--- config.mk ---
export PLATFORM = sky130hd
export DESIGN_NAME = mem_port_arbiter
export DESIGN_NICKNAME = d
export VERILOG_FILES = /design/src/rtl/mem_port_arbiter.sv
export SDC_FILE = /design/constraint.sdc
export NUM_CORES = 1
export LEC_CHECK = 0
export ABC_AREA = 1
export CAP_MARGIN = 10
export CORE_UTILIZATION = 35
export DETAILED_ROUTE_END_ITERATION = 7
export GPL_ROUTABILITY_DRIVEN = 0
export HOLD_SLACK_MARGIN = 0.08
export MAX_ROUTING_LAYER = met4
export PLACE_DENSITY = 0.66
export SKIP_CTS_REPAIR_TIMING = 1
export SLEW_MARGIN = 20
export SYNTH_ARGS = -nofsm -noshare
export SYNTH_HDL_FRONTEND = slang
export SYNTH_SLANG_ARGS = --single-unit
--- constraint.sdc ---
create_clock -name clk -period 6.8 [get_ports clk]
set_clock_uncertainty 0.2 [all_clocks]
set_input_delay 2.04 -clock clk [delete_from_list [all_inputs] [get_ports clk]]
set_output_delay 2.04 -clock clk [all_outputs]
set_load 0.02 [all_outputs]
--- src/rtl/mem_port_arbiter.sv ---
// Two-requester memory port: fetch and data share one registered memory interface.
// One access in flight at a time (IDLE -> ISSUE -> RESP); data has priority with starvation relief for fetch.
module mem_port_arbiter #(
  parameter int ADDR_W     = 8,
  parameter int DATA_W     = 32,
  parameter int STARVE_MAX = 4
) (
  input  logic              clk,
  input  logic              rst,
  input  logic              if_req,
  input  logic [ADDR_W-1:0] if_addr,
  output logic              if_ready,
  output logic              if_valid,
  output logic [DATA_W-1:0] if_rdata,
  input  logic              d_read,
  input  logic              d_write,
  input  logic [ADDR_W-1:0] d_addr,
  input  logic [2:0]        d_funct3,
  input  logic [DATA_W-1:0] d_wdata,
  output logic              d_ready,
  output logic              d_valid,
  output logic [DATA_W-1:0] d_rdata,
  output logic              d_misalign,
  output logic [ADDR_W-1:0] mem_addr,
  output logic              mem_read,
  output logic              mem_write,
  output logic [2:0]        mem_funct3,
  output logic [DATA_W-1:0] mem_wdata,
  input  logic [DATA_W-1:0] mem_rdata,
  output logic [15:0]       stall_cnt
);

  localparam logic [1:0] S_IDLE  = 2'd0;
  localparam logic [1:0] S_ISSUE = 2'd1;
  localparam logic [1:0] S_RESP  = 2'd2;

  localparam int SW = $clog2(STARVE_MAX + 1);
  localparam logic [SW-1:0] STARVE_LIM = SW'(STARVE_MAX);

  logic [1:0]        state_q, state_d;
  logic [SW-1:0]     starve_q, starve_d;
  logic [15:0]       stall_q, stall_d;
  logic              own_fetch_q, own_store_q;
  logic [ADDR_W-1:0] mem_addr_q;
  logic              mem_read_q, mem_write_q;
  logic [2:0]        mem_funct3_q;
  logic [DATA_W-1:0] mem_wdata_q;
  logic              if_valid_q, d_valid_q;
  logic [DATA_W-1:0] if_rdata_q, d_rdata_q;

  logic idle, d_req, fetch_win, mem_go;

  // funct3[1:0]: 00 byte, 01 half, 10 word, 11 treated as byte-aligned
  function automatic logic misaligned(input logic [2:0] f3, input logic [1:0] a);
    misaligned = ((f3[1:0] == 2'b10) && (a != 2'b00)) ||
                 ((f3[1:0] == 2'b01) && a[0]);
  endfunction

  always_comb begin
    d_req      = d_read | d_write;
    idle       = (state_q == S_IDLE) && !rst;
    fetch_win  = if_req && (!d_req || (starve_q == STARVE_LIM));
    if_ready   = idle && fetch_win;
    d_ready    = idle && d_req && !fetch_win;
    d_misalign = d_ready && misaligned(d_funct3, d_addr[1:0]);
    mem_go     = if_ready || (d_ready && !d_misalign);

    state_d = state_q;
    case (state_q)
      S_IDLE:  if (mem_go) state_d = S_ISSUE;
      S_ISSUE: state_d = S_RESP;
      default: state_d = S_IDLE;
    endcase

    starve_d = starve_q;
    if (if_ready)
      starve_d = '0;
    else if (idle && if_req && (starve_q != STARVE_LIM))
      starve_d = starve_q + SW'(1);

    stall_d = stall_q;
    if (if_req && !if_ready && (stall_q != 16'hFFFF))
      stall_d = stall_q + 16'd1;
  end

  always_ff @(posedge clk or posedge rst) begin
    if (rst) begin
      state_q      <= S_IDLE;
      starve_q     <= '0;
      stall_q      <= '0;
      own_fetch_q  <= 1'b0;
      own_store_q  <= 1'b0;
      mem_addr_q   <= '0;
      mem_read_q   <= 1'b0;
      mem_write_q  <= 1'b0;
      mem_funct3_q <= '0;
      mem_wdata_q  <= '0;
      if_valid_q   <= 1'b0;
      d_valid_q    <= 1'b0;
      if_rdata_q   <= '0;
      d_rdata_q    <= '0;
    end else begin
      state_q    <= state_d;
      starve_q   <= starve_d;
      stall_q    <= stall_d;
      if_valid_q <= 1'b0;
      d_valid_q  <= 1'b0;

      // grant edge: latch the winner onto the memory port
      if (mem_go) begin
        mem_addr_q   <= if_ready ? if_addr : d_addr;
        mem_read_q   <= if_ready || !d_write;
        mem_write_q  <= !if_ready && d_write;
        mem_funct3_q <= if_ready ? 3'b010 : d_funct3;
        if (!if_ready)
          mem_wdata_q <= d_wdata;
        own_fetch_q  <= if_ready;
        own_store_q  <= !if_ready && d_write;
      end else if (state_q == S_ISSUE) begin
        mem_read_q  <= 1'b0;
        mem_write_q <= 1'b0;
      end

      // response edge: memory data is valid now
      if (state_q == S_RESP) begin
        if (own_fetch_q) begin
          if_rdata_q <= mem_rdata;
          if_valid_q <= 1'b1;
        end else begin
          d_valid_q <= 1'b1;
          if (!own_store_q)
            d_rdata_q <= mem_rdata;
        end
      end
    end
  end

  assign mem_addr   = mem_addr_q;
  assign mem_read   = mem_read_q;
  assign mem_write  = mem_write_q;
  assign mem_funct3 = mem_funct3_q;
  assign mem_wdata  = mem_wdata_q;
  assign if_valid   = if_valid_q;
  assign if_rdata   = if_rdata_q;
  assign d_valid    = d_valid_q;
  assign d_rdata    = d_rdata_q;
  assign stall_cnt  = stall_q;

endmodule
After elaboration in Yosys (flattened, before gate mapping)
Index checks and enable logic that the tools add are counted.
Storage, ports and cells
  word-level logic and storage cells: 72
  input bits: 88
  bits in registers: 134
Operators by class
  add/subtract/negate cells: 2
  bitwise gates (word level): 4
  multiplexer cells: 13
  equal/unequal tests: 8
  reduce and logical (&&, ||, !) cells: 31
Operators by type and width (number)
  16-bit by 1-bit adder with 16-bit output, second input constant: 1
  16-bit inequality test, second input constant: 1
  1-bit logical AND: 14
  3-bit 2-to-1 mux: 3
  8-bit 2-to-1 mux: 1
  1-bit 2-to-1 mux: 7
  1-bit logical NOT: 6
  2-bit nonzero test: 3
  2-bit by 1-bit equality test with 1-bit output, second input constant: 2
  2-bit equality test, second input constant: 2
  1-bit logical OR: 4
  2-bit one-hot mux with 2 select lines: 1
  2-bit AND reduction: 2
  3-bit by 1-bit adder with 3-bit output, second input constant: 1
  3-bit equality test, second input constant: 1
  3-bit inequality test, second input constant: 1
  1-bit NOT: 3
  3-bit AND reduction: 1
  2-bit logical NOT: 1
  2-bit 2-to-1 mux: 1
  2-bit inequality test, second input constant: 1
  1-bit OR: 1

Logic depth before layout (Yosys ltp)
  depth after elaboration: 12
  mapped depth: 10

Least setup slack after synthesis
No wires, ideal clock.
  path kind: in2out
  start: input rst
  end: output d_misalign
  buffers on the path: 0
  setup slack: 0.096 ns
  stages: 5
  data arrival time: 4.464 ns
  cell sequence: inv_2 > nand3_2 > nor2_1 > nand2_1 > nor2_1
Between the ends
  longest elaborated chain between the ends: 5
Ends and longest elaborated chain
  from (decl): RTL line 9  | input logic rst,
  1-bit logical NOT (no line)
  1-bit logical AND: RTL line 61  | idle = (state_q == S_IDLE) && !rst;
  1-bit logical AND (2 in a row): RTL line 64  | d_ready = idle && d_req && !fetch_win;
  1-bit logical AND: RTL line 65  | d_misalign = d_ready && misaligned(d_funct3, d_addr[1:0]);
  to (decl): RTL line 23  | output logic d_misalign,
No other way between the ends.

Worst setup path in the final report
  start: input d_write
  end: output if_ready
Between the ends
  longest elaborated chain between the ends: 5
Ends and longest elaborated chain
  from (decl): RTL line 16  | input logic d_write,
  1-bit OR: RTL line 60  | d_req = d_read | d_write;
  1-bit logical NOT: RTL line 62  | fetch_win = if_req && (!d_req || (starve_q == STARVE_LIM));
  1-bit logical OR: RTL line 62
  1-bit logical AND: RTL line 62
  1-bit logical AND: RTL line 63  | if_ready = idle && fetch_win;
  to (decl): RTL line 12  | output logic if_ready,
No other way between the ends.

==> flow_metrics.py <==
metrics = {
    "synthesis": {
        "synth-seq-cells": 134,
        "yosysWarnings": 0,
        "syn_inst": 661,
        "yosysSeqAreaShare": 0.595,
        "synth_fp_nets": 752,
        "syn-cell-area_sq_mm": 0.00564,
        "yosysUniqueCellTypes": 25,
        "synth.avg_cell_area_sq_um": 8.53,
    },
    "clock_network": {
        "cts-root-buf": "clkbuf_16",
        "cts_tree": "built",
        "h-tree-depth": 4,
        "cts_made_buffers": 17,
        "clkTransAtPathRegs_ns": 0.06,
        "clock_path_buffers": 2,
        "cts_sinks": 134,
        "clock_latency_ns": 0.41,
    },
    "detailed_routing": {
        "via_count": 4895,
        "routed_wl_um": 15100,
        "drc": 0,
        "detail_route.wl_per_cell_um": 13.6,
        "firstDrtPassIters": 6,
        "drt-initial-drc-count": 205,
        "antenna_left": 0,
        "viasPerCell": 4.43,
    },
    "sta": {
        "setup_violations": 0,
        "rsz0062_at_grt": "false",
        "fin_crit_ns": 5.99,
        "hold_viol": 0,
        "finalSetupTns_ns": 0,
        "maxSlewHeadroom": 0.304,
        "worst_slack_ns": 0.805,
        "worst_slew_pin_slew_ns": 1.04,
        "whs_ns": 0.247,
        "final_max_slew_viol_count": 0,
        "period_share": 0.882,
        "fmax_ghz": 0.167,
    },
    "finish": {
        "final_layout_size_suffix_gt1_frac": 0.0652,
        "diodes": 0,
        "fin_nets": 968,
        "fillers": 1469,
        "areaGrowthSynthToFinish_pct": 51.7,
        "final_util": 0.540,
    },
    "setup_path": {
        "r2r_start": "starve_q[0]$_DFFE_PP0P_",
        "critPathLaunch": "d_write",
        "worst_setup_path_start_kind": "input pin",
        "critical_path_required_ns": 4.56,
        "cp_data_arrival_time_ns": 3.75,
        "r2r-end": "mem_write$_DFFE_PP0P_",
        "crit_fanout": 9,
        "rrSetupSlack_ns": 4.30,
        "critPathKind": "input pin to output pin",
        "endpoint_kind": "output pin",
        "worstSetupEndpoint": "if_ready",
        "reg2reg_depth": 10,
    },
    "global_route": {
        "antenna_found_initial": 0,
        "grt_usage": 0.187,
        "grt_pass1_wl_um": 23000,
        "overflow": 0,
        "grt_pass1_vias": 4466,
        "grt_max_degree": 76,
    },
    "run_status": {
        "status": "complete, no violations",
    },
    "floorplan": {
        "die_w_um": 129,
        "dieArea_sq_mm": 0.0166,
        "initial_core_util": 0.356,
        "num_rows": 46,
        "core_region_area_sq_mm": 0.0158,
        "num_io_pins": 218,
        "fp.dieH_um": 129,
    },
    "hold_path": {
        "hold_path_class": "register to register",
    },
    "pwr": {
        "power.density_mw_per_mm2": 459,
        "finalPower_mw": 3.93,
        "vdd_drop_max_mv": 0.216,
        "p_leak_nw": 4.12,
    },
    "placement": {
        "pre_cts_slack_ns": 0.786,
        "dp.final_hpwl_um": 10500,
        "port_buffers": 217,
    },
    "run": {
        "cap_violations": 0,
    },
}
## cell usage in the layout (no fill, tap or decap)
cell             instances
clkinv_4                 3
nor2_1                  26
clkdlybuf4s50_1        217
nor3_1                   1
ha_1                     3
o21ai_2                  2
a21oi_1                  2
nand3_1                 24
nand2_2                  4
dfrtp_1                134
nor2_2                   2
xnor2_1                  4
o21ai_0                 37
bufinv_16                1
clkinv_2                 5
buf_4                    4
inv_8                    2
nand4_1                  8
inv_6                    1
o21ai_1                 33
inv_1                   50
clkbuf_16               17
nand2_1                289
clkinvlp_4               5
inv_2                    5
nand2_4                  1
nor2_4                   3
xor2_1                   3
nand3_2                  3
## power by group
| group | switching, mW | internal [mW] |
|---|---|---|
| combinational | 0.916 | 0.794 |
| clock | 0.356 | 0.504 |
| sequential | 0.206 | 1.15 |
## synth_stat cells
cell / count / area share
ha_1: 3 / 0.0067
xor2_1: 3 / 0.0047
nor2_2: 2 / 0.0022
nand3_2: 3 / 0.0053
nand3_1: 24 / 0.021
xnor2_1: 4 / 0.0062
a21oi_1: 2 / 0.0018
o21ai_1: 33 / 0.029
buf_4: 1 / 0.0013
nor2_4: 3 / 0.0060
clkinv_2: 1 / 0.00089
inv_2: 7 / 0.0047
o21ai_2: 2 / 0.0031
inv_1: 50 / 0.033
nand2_4: 1 / 0.0020
buf_6: 2 / 0.0040
nand2_2: 3 / 0.0033
nand4_1: 8 / 0.0089
clkbuf_1: 10 / 0.0067
nor2_1: 26 / 0.017
nor3_1: 1 / 0.00089
nand2_1: 290 / 0.19
dfrtp_1: 134 / 0.59
o21ai_0: 37 / 0.033
buf_2: 11 / 0.0098
## state kept, by name, summed over array words and instances, names as in the netlist
register,flops
mem_funct3,3
mem_write,1
if_rdata,32
if_valid,1
starve_q,3
own_store_q,1
stall_cnt,16
d_valid,1
mem_wdata,32
d_rdata,32
mem_read,1
mem_addr,8
state_q,2
own_fetch_q,1
## layer usage
metal | up-vias | wire (um) | part of all wire | GRT usage
met2 | 166 | 7010 | 0.46 | 0.289
met1 | 2218 | 6530 | 0.43 | 0.224
met4 | 0 | 270 | 0.018 | 0.0720
met5 | - | 0 | 0 | -
met3 | 21 | 1260 | 0.084 | 0.0640
li1 | 2490 | - | - | -
## cell families (layout without fill, tap and decap cells)
kind of cell | Yosys count | after routing | share of synthesized area
AO/OA/AOI/OAI | 74 | 74 | 0.0670
adder cells (fa/ha/maj) | 3 | 3 | 0.00666
flip-flops | 134 | 134 | 0.595
XOR/XNOR | 7 | 7 | 0.0109
AND/OR/NAND/NOR | 361 | 361 | 0.260
buffers and inverters | 82 | 310 | 0.0606
## area by class of cell
class / instances / area (sq um) / share of cell area
multi-input cells: 445 / 1950 / 0.228
clock buffers: 17 / 425 / 0.0497
flip-flops and latches: 134 / 3350 / 0.392
repair buffers: 221 / 2200 / 0.257
inverters: 58 / 225 / 0.0263
well taps: 216 / 270 / 0.0316
clock inverters: 14 / 131 / 0.0154
## metrics by stage
stage	std cells	cell area [sq um]
finish	1105	8550
global route	1105	8550
CTS	1105	8550
detailed placement	1074	8000
global placement	1074	8000
floorplan	661	5640
## critical path, cell delays in order
cell and delay (ns):
clkdlybuf4s50_1 0.47, o21ai_2 0.21, nand2_1 0.14, nor2_2 0.10, buf_4 0.18, clkdlybuf4s50_1 0.62
## worst min path at each step
stage | from | depth (start not counted) | to | slack (ns)
floorplan | own_fetch_q$_DFFE_PP0P_ | 1 | d_valid$_DFF_PP0_ | 0.22
global placement | own_fetch_q$_DFFE_PP0P_ | 1 | d_valid$_DFF_PP0_ | 0.24
detailed placement | own_fetch_q$_DFFE_PP0P_ | 1 | d_valid$_DFF_PP0_ | 0.24
CTS | own_fetch_q$_DFFE_PP0P_ | 1 | d_valid$_DFF_PP0_ | 0.25
global route | own_fetch_q$_DFFE_PP0P_ | 1 | d_valid$_DFF_PP0_ | 0.28
finish | own_fetch_q$_DFFE_PP0P_ | 1 | d_valid$_DFF_PP0_ | 0.25
Note: power is estimated with default switching activity, not from simulation.
